==> config.mk <==
export PLATFORM = sky130hd
export DESIGN_NAME = canvas_writer
export DESIGN_NICKNAME = d
export VERILOG_FILES = /design/src/rtl/canvas_writer_pkg.sv /design/src/rtl/canvas_writer_pixel_fifo.sv /design/src/rtl/canvas_writer.sv
export SDC_FILE = /design/constraint.sdc
export NUM_CORES = 1
export LEC_CHECK = 0
export ABC_AREA = 1
export ABC_CLOCK_PERIOD_IN_PS = 4000
export CAP_MARGIN = 20
export CORE_ASPECT_RATIO = 1.1
export CORE_MARGIN = 2
export CORE_UTILIZATION = 50
export DETAILED_ROUTE_END_ITERATION = 8
export PLACE_DENSITY = 0.65
export SKIP_LAST_GASP = 1
export SYNTH_ARGS = -nofsm -noshare
export SYNTH_HDL_FRONTEND = slang
export SYNTH_SLANG_ARGS = --single-unit
==> constraint.sdc <==
create_clock -name clk -period 4 [get_ports clk]
set_input_delay 0.6 -clock clk [delete_from_list [all_inputs] [get_ports clk]]
set_output_delay 0.6 -clock clk [all_outputs]
set_load 0.01 [all_outputs]
==> src/rtl/canvas_writer_pkg.sv <==
// Shared colour definitions for the drawing pipeline, plus a small helper
// used by the frame-buffer writer.
package canvas_writer_pkg;

  localparam int COLOR_WIDTH = 3;

  typedef enum logic [COLOR_WIDTH-1:0] {
    COLOR_NONE   = 3'd0,
    COLOR_BLACK  = 3'd1,
    COLOR_RED    = 3'd2,
    COLOR_GREEN  = 3'd3,
    COLOR_BLUE   = 3'd4,
    COLOR_YELLOW = 3'd5,
    COLOR_CYAN   = 3'd6,
    COLOR_WHITE  = 3'd7
  } color_e;

  function automatic logic is_drawable(input logic [COLOR_WIDTH-1:0] color);
    return color != COLOR_NONE;
  endfunction

endpackage

==> src/rtl/canvas_writer_pixel_fifo.sv <==
// Small synchronous FIFO on a register array. Pop is ignored when empty and
// push is ignored when full unless a pop frees a slot on the same edge.
module pixel_fifo #(
  parameter int W     = 8,
  parameter int DEPTH = 8
) (
  input  logic                     clk,
  input  logic                     reset,
  input  logic                     push,
  input  logic [W-1:0]             push_data,
  input  logic                     pop,
  output logic [W-1:0]             head_data,
  output logic                     full,
  output logic                     empty,
  output logic [$clog2(DEPTH):0]   count
);
  localparam int PW = $clog2(DEPTH);

  logic [W-1:0]  mem_reg [DEPTH];
  logic [PW-1:0] wr_ptr_reg;
  logic [PW-1:0] rd_ptr_reg;
  logic [PW:0]   count_reg;
  logic          do_push;
  logic          do_pop;

  assign empty     = (count_reg == '0);
  assign full      = (count_reg == (PW+1)'(DEPTH));
  assign do_pop    = pop && !empty;
  assign do_push   = push && (!full || do_pop);
  assign head_data = mem_reg[rd_ptr_reg];
  assign count     = count_reg;

  // DEPTH is a power of two, so the pointers wrap naturally.
  always_ff @(posedge clk) begin
    if (reset) begin
      wr_ptr_reg <= '0;
      rd_ptr_reg <= '0;
      count_reg  <= '0;
    end else begin
      if (do_push) wr_ptr_reg <= wr_ptr_reg + 1'b1;
      if (do_pop)  rd_ptr_reg <= rd_ptr_reg + 1'b1;
      case ({do_push, do_pop})
        2'b10:   count_reg <= count_reg + 1'b1;
        2'b01:   count_reg <= count_reg - 1'b1;
        default: count_reg <= count_reg;
      endcase
    end
  end

  generate
    for (genvar gi = 0; gi < DEPTH; gi++) begin : g_entry
      always_ff @(posedge clk) begin
        if (do_push && wr_ptr_reg == PW'(gi)) mem_reg[gi] <= push_data;
      end
    end
  endgenerate

endmodule

==> src/rtl/canvas_writer.sv <==
// Filters the tool pixel stream, queues surviving pixels and turns them into
// frame-buffer writes whenever the write port is granted.
module canvas_writer
  import canvas_writer_pkg::*;
#(
  parameter int WIDTH  = 640,
  parameter int HEIGHT = 480,
  parameter int DEPTH  = 8,
  localparam int XW = $clog2(WIDTH),
  localparam int YW = $clog2(HEIGHT),
  localparam int AW = $clog2(WIDTH * HEIGHT)
) (
  input  logic                   clk,
  input  logic                   reset,
  input  logic                   in_valid,
  input  logic [XW-1:0]          pixel_x,
  input  logic [YW-1:0]          pixel_y,
  input  logic [COLOR_WIDTH-1:0] pixel_color,
  input  logic                   mem_grant,
  input  logic                   clear_overflow,
  output logic                   mem_we,
  output logic [AW-1:0]          mem_addr,
  output logic [COLOR_WIDTH-1:0] mem_data,
  output logic [$clog2(DEPTH):0] fifo_count,
  output logic                   overflow,
  output logic [7:0]             drop_count
);
  localparam int EW = XW + YW + COLOR_WIDTH;

  logic                   last_valid_reg;
  logic [XW-1:0]          last_x_reg;
  logic [YW-1:0]          last_y_reg;
  logic [COLOR_WIDTH-1:0] last_color_reg;
  logic                   mem_we_reg;
  logic [AW-1:0]          mem_addr_reg;
  logic [COLOR_WIDTH-1:0] mem_data_reg;
  logic                   overflow_reg;
  logic [7:0]             drop_count_reg;

  logic                   in_range;
  logic                   is_dup;
  logic                   want_push;
  logic                   do_push;
  logic                   do_pop;
  logic                   drop;
  logic                   fifo_full;
  logic                   fifo_empty;
  logic [EW-1:0]          head_data;
  logic [XW-1:0]          head_x;
  logic [YW-1:0]          head_y;
  logic [COLOR_WIDTH-1:0] head_color;
  logic [AW-1:0]          addr_next;

  // Wrapped tool coordinates come out as all-ones and fail the range test.
  always_comb begin
    in_range  = ({1'b0, pixel_x} < (XW+1)'(WIDTH)) && ({1'b0, pixel_y} < (YW+1)'(HEIGHT));
    is_dup    = last_valid_reg && (pixel_x == last_x_reg) && (pixel_y == last_y_reg)
                && (pixel_color == last_color_reg);
    want_push = in_valid && is_drawable(pixel_color) && in_range && !is_dup;
    do_pop    = mem_grant && !fifo_empty;
    do_push   = want_push && (!fifo_full || do_pop);
    drop      = want_push && fifo_full && !do_pop;
  end

  pixel_fifo #(
    .W     (EW),
    .DEPTH (DEPTH)
  ) u_fifo (
    .clk       (clk),
    .reset     (reset),
    .push      (do_push),
    .push_data ({pixel_x, pixel_y, pixel_color}),
    .pop       (do_pop),
    .head_data (head_data),
    .full      (fifo_full),
    .empty     (fifo_empty),
    .count     (fifo_count)
  );

  assign {head_x, head_y, head_color} = head_data;
  assign addr_next = AW'(head_y) * AW'(WIDTH) + AW'(head_x);

  always_ff @(posedge clk) begin
    if (reset) begin
      last_valid_reg <= 1'b0;
      last_x_reg     <= '0;
      last_y_reg     <= '0;
      last_color_reg <= COLOR_NONE;
      mem_we_reg     <= 1'b0;
      mem_addr_reg   <= '0;
      mem_data_reg   <= COLOR_NONE;
      overflow_reg   <= 1'b0;
      drop_count_reg <= '0;
    end else begin
      // A pixel lost to a full FIFO leaves this untouched so a repeat is retried.
      if (do_push) begin
        last_valid_reg <= 1'b1;
        last_x_reg     <= pixel_x;
        last_y_reg     <= pixel_y;
        last_color_reg <= pixel_color;
      end
      mem_we_reg <= do_pop;
      if (do_pop) begin
        mem_addr_reg <= addr_next;
        mem_data_reg <= head_color;
      end
      if (drop) begin
        overflow_reg <= 1'b1;
        if (clear_overflow)              drop_count_reg <= 8'd1;
        else if (drop_count_reg != 8'hFF) drop_count_reg <= drop_count_reg + 8'd1;
      end else if (clear_overflow) begin
        overflow_reg   <= 1'b0;
        drop_count_reg <= '0;
      end
    end
  end

  assign mem_we     = mem_we_reg;
  assign mem_addr   = mem_addr_reg;
  assign mem_data   = mem_data_reg;
  assign overflow   = overflow_reg;
  assign drop_count = drop_count_reg;

endmodule
# Word level (Yosys, flattened, before mapping)
# Memory sizes are Yosys's and may differ from the RTL's. A register that Yosys moved wholly into a read port is not among the register bits.
# Index checks and enable logic that the tools add are counted.
# totals
regBits	65
ramBits	176
input_bits	27
output_inout_bits	36
wordCells	123
mem_count	1
# mem_list
memory	depth	word_bits	rd	rd_ports_with_merged_regs	wr	line	text
u_fifo.mem_reg	8	22	1	1	1	canvas_writer_pixel_fifo.sv:19	logic [W-1:0] mem_reg [DEPTH];
# classes
n_addsub	6
multipliers	1
n_lt_le_gt_ge	2
n_eq_ne	14
muxes	46
n_reduce_logical	41
# ops
operator	n
$mux W22	7
$reduce_or A22 Y1	7
$mux W8	4
$mux W3	9
$mux W1	25
$logic_and A1 B1 Y1	21
$add A19 B10 Y19	1
$eq A3 B3 Y1 const B	4
$mul A9 B3 Y12 const B	1
$eq A10 B10 Y1	1
$lt A10 B10 Y1 const B	1
$eq A9 B9 Y1	1
$lt A9 B9 Y1 const B	1
$add A8 B1 Y8 const B	1
$ne A8 B8 Y1 const B	1
$pmux W4 S2	1
$add A3 B1 Y3 const B	2
$eq A3 B2 Y1 const B	2
$reduce_bool A2 Y1	3
$add A4 B1 Y4 const B	1
$eq A4 B4 Y1 const B	1
$logic_not A1 Y1	4
$logic_not A4 Y1	1
$sub A4 B1 Y4 const B	1
8 further kinds	9

# Longest topological paths before layout
# logic_depth
ltp_word	19
ltp_mapped	23
mapped_depth_nobuf	21

# By module
# A second synthesis with hierarchy kept.
# hier_totals
cells_unflattened	1026
hier_area_um2	10826.6
# by_module_without_submodules
module	n_inst	cells_each	area_each_um2	seq_area_each_um2
pixel_fifo	1	549	7564.8	5545.3
canvas_writer	1	477	3261.9	1101.1

# Worst setup path before layout
# Ideal clock, no wire load.
# synth_path
kind	input to register
start	input port pixel_x[7]
end	memory u_fifo.mem_reg[0][0] in the netlist's numbering (enable)
setup_time_ns	0.429
t_arrival_ns	2.941
required_ns	3.571
setup_slack_ns	0.630
stages	6
n_path_buf	1
cell_sequence	o21ai_0 o21ai_0 nor2_4 nand3_4 buf_2 nor3_1
# synth_between
elab_chain_cells	19
elab_cells_between_ends	56
cone_classes	1 x order compare; 1 x eq/ne; 30 x mux; 24 x reduce/logical
# synth_rtl
item	line	text
from (decl)	canvas_writer.sv:16	input logic [XW-1:0] pixel_x,
branches (longest 5 deep; another with $lt A10 B10 Y1)	-	
$logic_and A1 B1 Y1 (*)	canvas_writer.sv:59	want_push = in_valid && is_drawable(pixel_color) && in_range && !is_dup;
$logic_and A1 B1 Y1 (*)	canvas_writer.sv:61	do_push = want_push && (!fifo_full || do_pop);
$logic_and A1 B1 Y1 (*)	canvas_writer_pixel_fifo.sv:29	assign do_push = push && (!full || do_pop);
$logic_and A1 B1 Y1	canvas_writer_pixel_fifo.sv:53	if (do_push && wr_ptr_reg == PW'(gi)) mem_reg[gi] <= push_data;
$mux W1	canvas_writer_pixel_fifo.sv:53	
$mux W1 (not written as such)	canvas_writer_pixel_fifo.sv:53	
$reduce_or A22 Y1 (no line)	-	
$mux W3 (no line) or $mux W1 (tied branches) (7 in series)	-	
to (decl)	canvas_writer_pixel_fifo.sv:19	
# Every way passes the cells marked *.

==> flow_summary.yaml <==
timing:
  timing.slew.headroom: 0.655
  finalClockSkew_ns: 0.0275
  min_period_ns: 3.38
  tightestPinTransition_ns: 0.513
  setup_viol: 0
  post-route-period-util: 0.844
  max_freq_mhz: 296
  slew_viol_final: 0
  fin_setup_tns_ns: 0
  finalHoldViolations: 0
  rsz0062_at_grt: "false"
logic_synthesis:
  synth-main-ff-cell: "edfxtp_1"
  syn_nets: 1104
  synth-seq-area-share: 0.623
  syn_inst: 1046
  ys_types: 42
  async_flop_share: 0
  yosysWarnings: 0
  syn_area_per_cell_um2: 10.2
  synth_edf_count: 176
  syn_area_mm2: 0.0107
  ys_ff_latch: 244
power:
  leakage_nw: 4.78
  p_per_area_mw_per_mm2: 698
  ir_worst_vdd_mv: 0.376
  p_total_mw: 8.85
die:
  die_h_um: 157
  dieArea_mm2: 0.0225
  coreArea_mm2: 0.0212
  die_x_um: 143
  start_util: 0.505
  num_rows: 56
  top_level_ports: 63
global_routing:
  grt_max_degree: 46
  gr-usage-all-layers: 0.222
  antenna_found_initial: 0
  grt_pass1_wl_um: 38500
  grt-ovfl-total: 0
  grt_pass1_vias: 7052
clock_network:
  post-cts-setup-buffers: 0
  clock-root-buffer: "clkbuf_16"
  clock-sinks: 244
  tritoncts: "built"
  ctsResizeCount: 0
  cts_max_level: 1
  cts_hold_buffers: 0
  cts_buffer_depth: 3
  cts_buffers: 25
  cts.clk_slew.worst_paths_ns: 0.06
  insertion_delay_ns: 0.53
layout:
  n_fill_cell: 1776
  drive_gt1_frac: 0.0988
  largest_reg_flops: 176
  stdcell_area_mm2: 0.0127
  multi_input_area_mm2: 0.00345
  diodes: 0
  seq_area_mm2: 0.00665
  syn_to_final_growth_pct: 18.7
  layout.nets: 1183
  instances_no_fill: 1434
placement:
  globalplace.congestion: 0.799
  dp_cells: 1388
  hpwl_um: 15300
  placedInstanceArea_mm2: 0.0118
  io_buffers: 62
worst_setup_path:
  worstPathMaxFanout: 23
  worstRegToRegCells: 20
  crit_required_ns: 4.41
  cp-end-kind: "flop"
  start_kind: "flop"
  worstSetupPathType: "flop to flop"
  worstPathArrival_ns: 3.79
drt:
  vias_per_cell: 5.26
  vias: 7545
  ant_nets: 0
  first_pass_iters: 5
  drt-total-wl_um: 24600
  drt-initial-drc-count: 574
  drc: 0
  avgRoutedWirePerCell_um: 17.1
run:
  cap_violations: 0
min_path:
  holdPathStages: 2
  hp-class: "flop to flop"
outcome:
  status: "complete, no violations"
## power breakdown
part / total [mW] / internal, mW / switching, mW
Clock: 2.34 / 1.39 / 0.949
Sequential: 3.01 / 2.90 / 0.106
Combinational: 3.50 / 1.38 / 2.12
Total: 8.85 / 5.67 / 3.17
## metrics by stage
stage	hold slack [ns]	utilization	setup slack [ns]
after CTS	0.464	0.599	0.583
after global placement	0.447	0.560	0.451
after global routing	0.488	0.599	0.263
after floorplan	0.430	-	0.630
final	0.460	0.599	0.623
after detailed placement	0.454	0.560	0.449
## cells in the mapped netlist (2+ instances only)
library cell	count	area, µm²
nor3_1	7	35.0
clkbuf_1	26	97.6
nand2_1	125	469
a21oi_1	54	270
buf_4	2	15.0
o211ai_1	10	75.1
xor2_2	2	32.5
or2_2	2	12.5
inv_1	91	342
buf_2	18	90.1
nand2_2	2	12.5
inv_2	5	18.8
xnor2_1	5	43.8
dfxtp_1	68	1360
nand3b_1	2	15.0
edfxtp_1	176	5290
o221ai_1	10	87.6
nor2_2	2	12.5
nor2_1	182	683
o22ai_1	23	144
nand4_1	2	12.5
a21oi_2	5	43.8
a31oi_1	9	56.3
buf_8	3	45.0
nand3_1	27	135
xor2_1	8	70.1
clkinv_1	2	7.51
ha_1	28	350
fa_1	3	60.1
o21ai_0	105	526
o21ai_1	31	155
## placed cells by master (no fill, tap or decap), types with 9 or more instances in the layout
cell / Yosys / final
inv_1: 91 / 91
buf_4: 2 / 33
a31oi_1: 9 / 9
o21ai_1: 31 / 31
clkdlybuf4s50_1: 0 / 62
o221ai_1: 10 / 10
nand3_1: 27 / 27
ha_1: 28 / 28
o22ai_1: 23 / 23
o211ai_1: 10 / 10
clkbuf_16: 0 / 25
a21oi_1: 54 / 54
nand2_1: 125 / 125
edfxtp_1: 176 / 176
dfxtp_1: 68 / 67
o21ai_0: 105 / 105
nor2_1: 182 / 180
## routing by layer
layer,vias to the layer above,GRT usage,part of all wire
met3,32,0.0259,0.054
met2,202,0.373,0.47
met1,3561,0.314,0.46
met5,-,0,0
li1,3750,-,-
met4,0,0.0481,0.015
## worst paths after layout
| kind | startpoint | to | slack (ns) |
|---|---|---|---|
| worst max-delay path | flop | mem_addr[17] | 0.62 |
| worst min register to register | last_x_reg[6] | last_x_reg[6] | 0.46 |
| worst min-delay path | last_x_reg[6] | last_x_reg[6] | 0.46 |
| worst max register to register | flop | mem_addr[17] | 0.62 |
## cell families (layout without fill, tap and decap cells)
group	after synthesis	count (layout)	share of synthesized area
xor+xnor	15	15	0.0137
fa+ha+maj	31	31	0.0384
flops	244	244	0.623
compound gates	251	251	0.130
simple gates	357	357	0.137
buf+inv	148	246	0.0580
## area by class of cell
cell class	count	area share
Clock inverter	13	0.0119
Sequential cell	244	0.525
Inverter	98	0.0290
Tap cell	290	0.0286
Timing Repair Buffer	102	0.0796
Multi-Input combinational cell	654	0.273
Clock buffer	33	0.0535
## worst max-delay path, cell delays in order (launching register included)
cell,delay (ns)
dfxtp_2,0.35
inv_2,0.29
buf_4,0.31
o21ai_0,0.11
o22ai_1,0.15
nor2_1,0.06
a31oi_1,0.21
ha_1,0.31
fa_1,0.48
nand3_1,0.09
nand2_1,0.11
a21oi_1,0.18
inv_1,0.06
nand2_1,0.07
nand2_1,0.08
nor2_1,0.12
nand2_1,0.07
nand2_1,0.06
nand3_1,0.06
nand2_1,0.07
inv_1,0.03
Note: power is estimated with default switching activity, not from simulation.
